--- src/rtl/wb_conmax_pri_arb.sv ---
// Slave-side priority/round-robin arbiter for one shared slave port, with a
// bus-hold watchdog that revokes and blocks a master holding the slave too long.
//
//   state | meaning
//   ------+---------------------------------------------------------------
//   IDLE  | no grant outstanding; gnt keeps its last value, gnt_vld=0
//   BUSY  | gnt owns the slave; watchdog counts down while req[gnt] stays high
module wb_conmax_pri_arb #(
  parameter int              nm        = 8,
  parameter int              to_w      = 8,
  parameter logic [to_w-1:0] to_cycles = 8'd255
) (
  input  logic                   clk_i,
  input  logic                   rst_i,
  input  logic [nm-1:0]          req,
  input  logic [2*nm-1:0]        pri_conf,
  output logic [$clog2(nm)-1:0]  gnt,
  output logic                   gnt_vld,
  output logic                   to_err,
  output logic [nm-1:0]          blk
);

  localparam int iw = $clog2(nm);

  typedef enum logic {IDLE, BUSY} state_t;

  state_t            state_q, state_d;
  logic [iw-1:0]     gnt_q, gnt_d;
  logic              gnt_vld_q, gnt_vld_d;
  logic              to_err_q, to_err_d;
  logic [nm-1:0]     blk_q, blk_d;
  logic [iw-1:0]     last_q, last_d;
  logic [to_w-1:0]   cnt_q, cnt_d;

  logic [nm-1:0]     ereq;
  logic [nm-1:0]     gnt_oh;
  logic [nm-1:0]     sel_in;
  logic [nm-1:0]     cand;
  logic [1:0]        maxp;
  logic [iw-1:0]     win;
  logic [iw-1:0]     idx;
  logic              found;
  logic              wd_en;
  logic              held;
  logic              expire;
  logic [to_w-1:0]   cnt_load;

  assign ereq     = req & ~blk_q;
  assign gnt_oh   = {{(nm-1){1'b0}}, 1'b1} << gnt_q;
  assign wd_en    = (to_cycles != '0);
  // Watchdog is a down-counter: loaded with to_cycles-1 on grant, expires at zero.
  assign cnt_load = wd_en ? (to_cycles - 1'b1) : '0;
  assign held     = req[gnt_q];
  assign expire   = (state_q == BUSY) && held && wd_en && (cnt_q == '0);
  assign sel_in   = expire ? (ereq & ~gnt_oh) : ereq;

  // Highest priority among requesters, then circular scan from last+1.
  always_comb begin
    maxp  = 2'd0;
    cand  = '0;
    win   = last_q;
    idx   = last_q;
    found = 1'b0;
    for (int i = 0; i < nm; i++) begin
      if (sel_in[i] && (pri_conf[2*i +: 2] > maxp)) maxp = pri_conf[2*i +: 2];
    end
    for (int i = 0; i < nm; i++) begin
      cand[i] = sel_in[i] && (pri_conf[2*i +: 2] == maxp);
    end
    for (int k = 1; k <= nm; k++) begin
      idx = last_q + iw'(k);
      if (!found && cand[idx]) begin
        win   = idx;
        found = 1'b1;
      end
    end
  end

  always_comb begin
    state_d   = state_q;
    gnt_d     = gnt_q;
    gnt_vld_d = gnt_vld_q;
    to_err_d  = 1'b0;
    blk_d     = blk_q & req;
    last_d    = last_q;
    cnt_d     = cnt_q;
    case (state_q)
      IDLE: begin
        if (|sel_in) begin
          gnt_d     = win;
          last_d    = win;
          gnt_vld_d = 1'b1;
          cnt_d     = cnt_load;
          state_d   = BUSY;
        end
      end
      BUSY: begin
        if (held && !expire) begin
          if (cnt_q != '0) cnt_d = cnt_q - 1'b1;
        end else begin
          if (expire) begin
            to_err_d      = 1'b1;
            blk_d[gnt_q]  = 1'b1;
          end
          if (|sel_in) begin
            gnt_d     = win;
            last_d    = win;
            gnt_vld_d = 1'b1;
            cnt_d     = cnt_load;
          end else begin
            gnt_vld_d = 1'b0;
            state_d   = IDLE;
          end
        end
      end
      default: begin
        gnt_vld_d = 1'b0;
        state_d   = IDLE;
      end
    endcase
  end

  always_ff @(posedge clk_i or posedge rst_i) begin
    if (rst_i) begin
      state_q   <= IDLE;
      gnt_q     <= '0;
      gnt_vld_q <= 1'b0;
      to_err_q  <= 1'b0;
      blk_q     <= '0;
      last_q    <= iw'(nm - 1);
      cnt_q     <= '0;
    end else begin
      state_q   <= state_d;
      gnt_q     <= gnt_d;
      gnt_vld_q <= gnt_vld_d;
      to_err_q  <= to_err_d;
      blk_q     <= blk_d;
      last_q    <= last_d;
      cnt_q     <= cnt_d;
    end
  end

  assign gnt     = gnt_q;
  assign gnt_vld = gnt_vld_q;
  assign to_err  = to_err_q;
  assign blk     = blk_q;

endmodule

--- config.mk ---
export PLATFORM = sky130hd
export DESIGN_NAME = wb_conmax_pri_arb
export DESIGN_NICKNAME = d
export VERILOG_FILES = /design/src/rtl/wb_conmax_pri_arb.sv
export SDC_FILE = /design/constraint.sdc
export NUM_CORES = 1
export LEC_CHECK = 0
export ABC_AREA = 1
export BUFFER_PORTS_ARGS = -buffer_cell sky130_fd_sc_hd__buf_2
export CAP_MARGIN = 15
export CORE_ASPECT_RATIO = 0.5
export CORE_UTILIZATION = 55
export CTS_BUF_LIST = sky130_fd_sc_hd__clkbuf_4
export CTS_CLUSTER_SIZE = 12
export DETAILED_ROUTE_END_ITERATION = 10
export GPL_ROUTABILITY_DRIVEN = 0
export PLACE_DENSITY = 0.79
export SLEW_MARGIN = 25
export SYNTH_ARGS = -nofsm -noshare
export SYNTH_HDL_FRONTEND = slang
export SYNTH_SLANG_ARGS = --single-unit
--- constraint.sdc ---
create_clock -name clk_i -period 8.4 [get_ports clk_i]
set_input_delay 1.68 -clock clk_i [delete_from_list [all_inputs] [get_ports clk_i]]
set_output_delay 1.68 -clock clk_i [all_outputs]
set_load 0.01 [all_outputs]
==> results of run 1 <==
## per-layer routing
metal	GRT overflow	track usage (%)
met5	4	46.4
met4	116	120
met2	387	140
met3	4	69.2
met1	2	86.3
## what timing repair did
action	CTS
pin swaps	29
cloned	1
gates resized for setup	43
setup buffers	64
setup endpoints to repair	6
## cell families after synthesis
logic type	count (synthesis)	synth area share, %
AO/OA/AOI/OAI	40	7.66
AND/OR/NAND/NOR	308	52.1
adder cells (fa/ha/maj)	14	5.74
XOR/XNOR	12	3.44
flip-flops	25	20.6
buffers and inverters	80	10.5
## stage by stage
stage / TNS [ps] / setup WS, ps / hold WS, ps / std cells / utilization, %
floorplan: -4130 / -694 / 461 / 479 / -
global placement: -7140 / -1210 / 460 / 633 / 73.9
detailed placement: -8520 / -1440 / 483 / 633 / 73.9
CTS: -4820 / -830 / 519 / 702 / 87.5
==> results_dict.tcl, run 1 <==
set metrics [dict create \
    outcome "aborted with a tool error" \
    haltStage "5_1_grt" \
    firstError "[ERROR GRT-0232] Routing congestion too high. Check the congestion heatmap in the GUI." \
    synth_most_common_cell "nand2_1" \
    rows 18 \
    die-width_um 107 \
    synth_nets 519 \
    clockBufferDepth 2 \
    die_y_um 54.7 \
    worst-ep-kind "register data pin" \
    grt_max_degree 26 \
    synth_area_leaders "dfrtp_1 18%, nand2_1 18%, nand3_1 9.3%, inv_1 7.6%, ha_1 5.7%" \
    syn_area_um2 3050 \
    yosys_warnings 0 \
    globalRouteOverflowTotal 513 \
    synth-async-reset-ratio_pct 100 \
    io_buffers 38 \
    yosys.area.top_type "dfrtp_1" \
    seq_area_frac_synth_pct 20.6 \
    synthTopCellsByCount "145 x nand2_1, 62 x inv_1, 57 x nand3_1" \
    grt_util_all_layers_pct 98.7 \
    ctsHoldBuffers 0 \
    synth_edf_count 0 \
    placed_area_um2 3790 \
    start_util_pct 59.5 \
    netlist-cell-type-count 38 \
    h-tree-depth 1 \
    syn-instance-count 479 \
    root_buffer "clkbuf_4" \
    place_hpwl_mm 6.61 \
    cts_made_buffers 3 \
    postGrtWorstEndpoint "gnt[0]$_DFFE_PP0P_/D" \
    yosysTopAreaCellShare_pct 18.0 \
    ys_ff_latch 25 \
    synth_ff_type "dfrtp_1" \
    cts_sinks 25 \
    io_pins 39 \
    avgSynthCellArea_um2 6.38 \
]
==> run 2: changes to the inputs <==
--- a/config.mk
+++ b/config.mk
@@ -8,13 +8,10 @@
 export ABC_AREA = 1
 export BUFFER_PORTS_ARGS = -buffer_cell sky130_fd_sc_hd__buf_2
 export CAP_MARGIN = 15
-export CORE_ASPECT_RATIO = 0.5
-export CORE_UTILIZATION = 55
-export CTS_BUF_LIST = sky130_fd_sc_hd__clkbuf_4
-export CTS_CLUSTER_SIZE = 12
+export CORE_UTILIZATION = 40
 export DETAILED_ROUTE_END_ITERATION = 10
 export GPL_ROUTABILITY_DRIVEN = 0
-export PLACE_DENSITY = 0.79
+export PLACE_DENSITY_LB_ADDON = 0.15
 export SLEW_MARGIN = 25
 export SYNTH_ARGS = -nofsm -noshare
 export SYNTH_HDL_FRONTEND = slang
==> constraint.sdc (replaced) <==
create_clock -name clk_i -period 10.92 [get_ports clk_i]
set_input_delay 2.184 -clock clk_i [delete_from_list [all_inputs] [get_ports clk_i]]
set_output_delay 2.184 -clock clk_i [all_outputs]
set_load 0.01 [all_outputs]
==> results_dict.tcl, run 2 <==
set metrics [dict create \
    outcome "finished clean" \
    cp-start-kind "primary input" \
    grt_util_all_layers_pct 21.2 \
    min_period_over_period_pct 93.2 \
    synth_most_common_cell "nand2_1" \
    rr_worst_depth 75 \
    fin_area_um2 3600 \
    cts_made_buffers 3 \
    io_pins 39 \
    layout.nets 564 \
    synth.mux.area_fraction_pct 0 \
    synth-async-reset-ratio_pct 100 \
    layout_common_cells "137 x nand2_1, 59 x inv_1, 50 x nand3_1" \
    grt_pass1_wl_mm 13.3 \
    ctsHoldBuffers 0 \
    yosysTopAreaCellShare_pct 18.0 \
    hold_viol 0 \
    syn-instance-count 479 \
    timing.rr.start "gnt[0]" \
    multi_input_comb_area_um2 2270 \
    layout_commonest_cell "nand2_1" \
    grt_pass1_vias 2994 \
    grtUsageMet2_pct 36.2 \
    top_usage_layer "met2" \
    vias_per_cell 5.14 \
    antenna_found_initial 0 \
    critical_path_class "primary input to flop" \
    vias 3196 \
    fillers 754 \
    fin_cells 622 \
    max_freq_mhz 98.2 \
    io_buffers 38 \
    die_area_um2 7990 \
    yosys.area.top_type "dfrtp_1" \
    start_util_pct 41.7 \
    cp_slowest_stage_delay_ps 290 \
    p_sw_share_pct 57.8 \
    seqPwrFrac_pct 18.1 \
    synthTopCellsByCount "145 x nand2_1, 62 x inv_1, 57 x nand3_1" \
    pwr-share-clk_pct 6.7 \
    p_int_uw 381 \
    p_comb_share_pct 75.3 \
    fin_skew_ps 2.53 \
    clockBufferDepth 2 \
    synth_area_leaders "dfrtp_1 18%, nand2_1 18%, nand3_1 9.3%, inv_1 7.6%, ha_1 5.7%" \
    power_uw 903 \
    drv_cap 0 \
    die_y_um 89.4 \
    hold_path_class "flop to flop" \
    cts_tree "built" \
    core_area_um2 7330 \
    wl_per_cell_um 12.9 \
    period_needed_ps 10180 \
    vdd_drop_max_mv 0.124 \
    route.detailed.drc 0 \
    firstDrtPassIters 4 \
    rows 31 \
    timing.rr.end "gnt[2]" \
    crit_buf_inv 11 \
    leakage_nw 1.89 \
    cp.depth 75 \
    cts_sinks 25 \
    synth_nets 519 \
    root_buffer "clkbuf_8" \
    synth_top_family_by_area "simple AND/OR/NAND/NOR gates" \
    netlist-cell-type-count 38 \
    cp_top_family "simple AND/OR/NAND/NOR gates" \
    ys_ff_latch 25 \
    maxSlewHeadroom_pct 64.2 \
    setup_viol 0 \
    area_delta_synth_final_pct 18.0 \
    syn_area_um2 3050 \
    avgSynthCellArea_um2 6.38 \
    powerDensity_nw_per_um2 251 \
    crit_top_cell "nand2_1" \
    antenna_left 0 \
    clk-insertion-delay-late_ps 280 \
    hold_end "gnt_vld" \
    seq_area_frac_synth_pct 20.6 \
    worstPathMaxFanout 5 \
    die-width_um 89.4 \
    crit_required_ps 11100 \
    net-switching-power_uw 522 \
    met1_usage_pct 28.4 \
    regArea_um2 629 \
    synth_edf_count 0 \
    yosys.area_share.simple_pct 52.1 \
    synth_compound_area_share_pct 7.66 \
    globalRouteOverflowTotal 0 \
    final_core_util_pct 49.2 \
    synth-adder-area-share_pct 5.74 \
    dpl.cell_count 608 \
    place_hpwl_mm 6.31 \
    grt_use_met3_pct 1.48 \
    pre_cts_ws_ps -43.8 \
    whs_path_depth 2 \
    slew_viol_final 0 \
    synth-xor-area-share_pct 3.44 \
    worstPathArrival_ps 10360 \
    timing.final.ws_setup_ps 741 \
    grt_max_degree 26 \
    clk_pin_slew_ps 100 \
    h-tree-depth 1 \
    r2r_slack_ps 2000 \
    diodes 0 \
    hp-start "gnt_vld" \
    drt_wl_total_mm 8.01 \
    drive_above_1_share_pct 27.0 \
    drt-initial-drc-count 154 \
    cp-end-kind "flop" \
    synth_ff_type "dfrtp_1" \
    slowest_stage "ha_1" \
    tightest_slew_ps 536 \
    placed_area_um2 3320 \
    yosys_warnings 0 \
]
[run 2: repair_timing]
item                                    4_1_cts  5_1_grt
setup buffers                                 0        9
resized for setup                             0       34
endpoints found under the setup margin        0        6
[run 2: how the worst max path moves through the flow]
stage | start | to | slack [ps]
after global routing | req[2] | gnt[0] | -50
after global placement | req[2] | gnt[0] | 150
after CTS | req[2] | gnt[2] | 210
after detailed placement | req[2] | gnt[2] | -40
after floorplan | req[7] | gnt[2] | 1030
final | req[0] | gnt[2] | 740
[run 2: through the flow]
step                      hold WS [ps]  setup TNS, ps
after detailed placement           472           -191
after floorplan                    461              0
after global routing               518           -186
final                              495              0
after CTS                          500              0
after global placement             463              0
[run 2: logic make-up (layout without fill, tap and decap cells)]
kind of cell	after synthesis	count (layout)
AND/OR/NAND/NOR	308	309
buffers and inverters	80	123
AO/OA/AOI/OAI	40	40
flip-flops	25	25
adder cells (fa/ha/maj)	14	14
XOR/XNOR	12	12
[run 2: power by group through the flow]
stage          sequential [mW]  combinational (mW)  clock (mW)
2_1_floorplan            0.135               0.532           0
3_3_place_gp             0.162               0.620           0
3_5_place_dp             0.163               0.627           0
4_1_cts                  0.161               0.630      0.0612
5_1_grt                  0.168               0.779      0.0632
6_report                 0.163               0.680      0.0601
[run 2: layout make-up]
cell class                      count  area share, %
Tap cell                           99           3.44
Clock buffer                        3           1.15
Clock inverter                      1          0.208
Sequential cell                    25           17.5
Inverter                           71           7.46
Timing Repair Buffer               48           7.36
Multi-Input combinational cell    375           62.9
[run 2: worst reg2reg max path, delay by kind of cell, from the launching register on]
family | cells | cell delay (ps)
DFF | 1 | 650
adders and majority gates | 7 | 1910
buffers and inverters | 10 | 820
xor gates and xnor gates | 1 | 160
AOI/OAI and AO/OA | 9 | 780
and+or+nand+nor | 48 | 4520
[run 2: metal layers]
metal | routed length (um) | up-vias
met5 | 0 | -
met3 | 260 | 7
li1 | - | 1651
met2 | 3770 | 65
met4 | 88 | 0
met1 | 3890 | 1473
No activity file was read; power rests on OpenSTA's default activity.
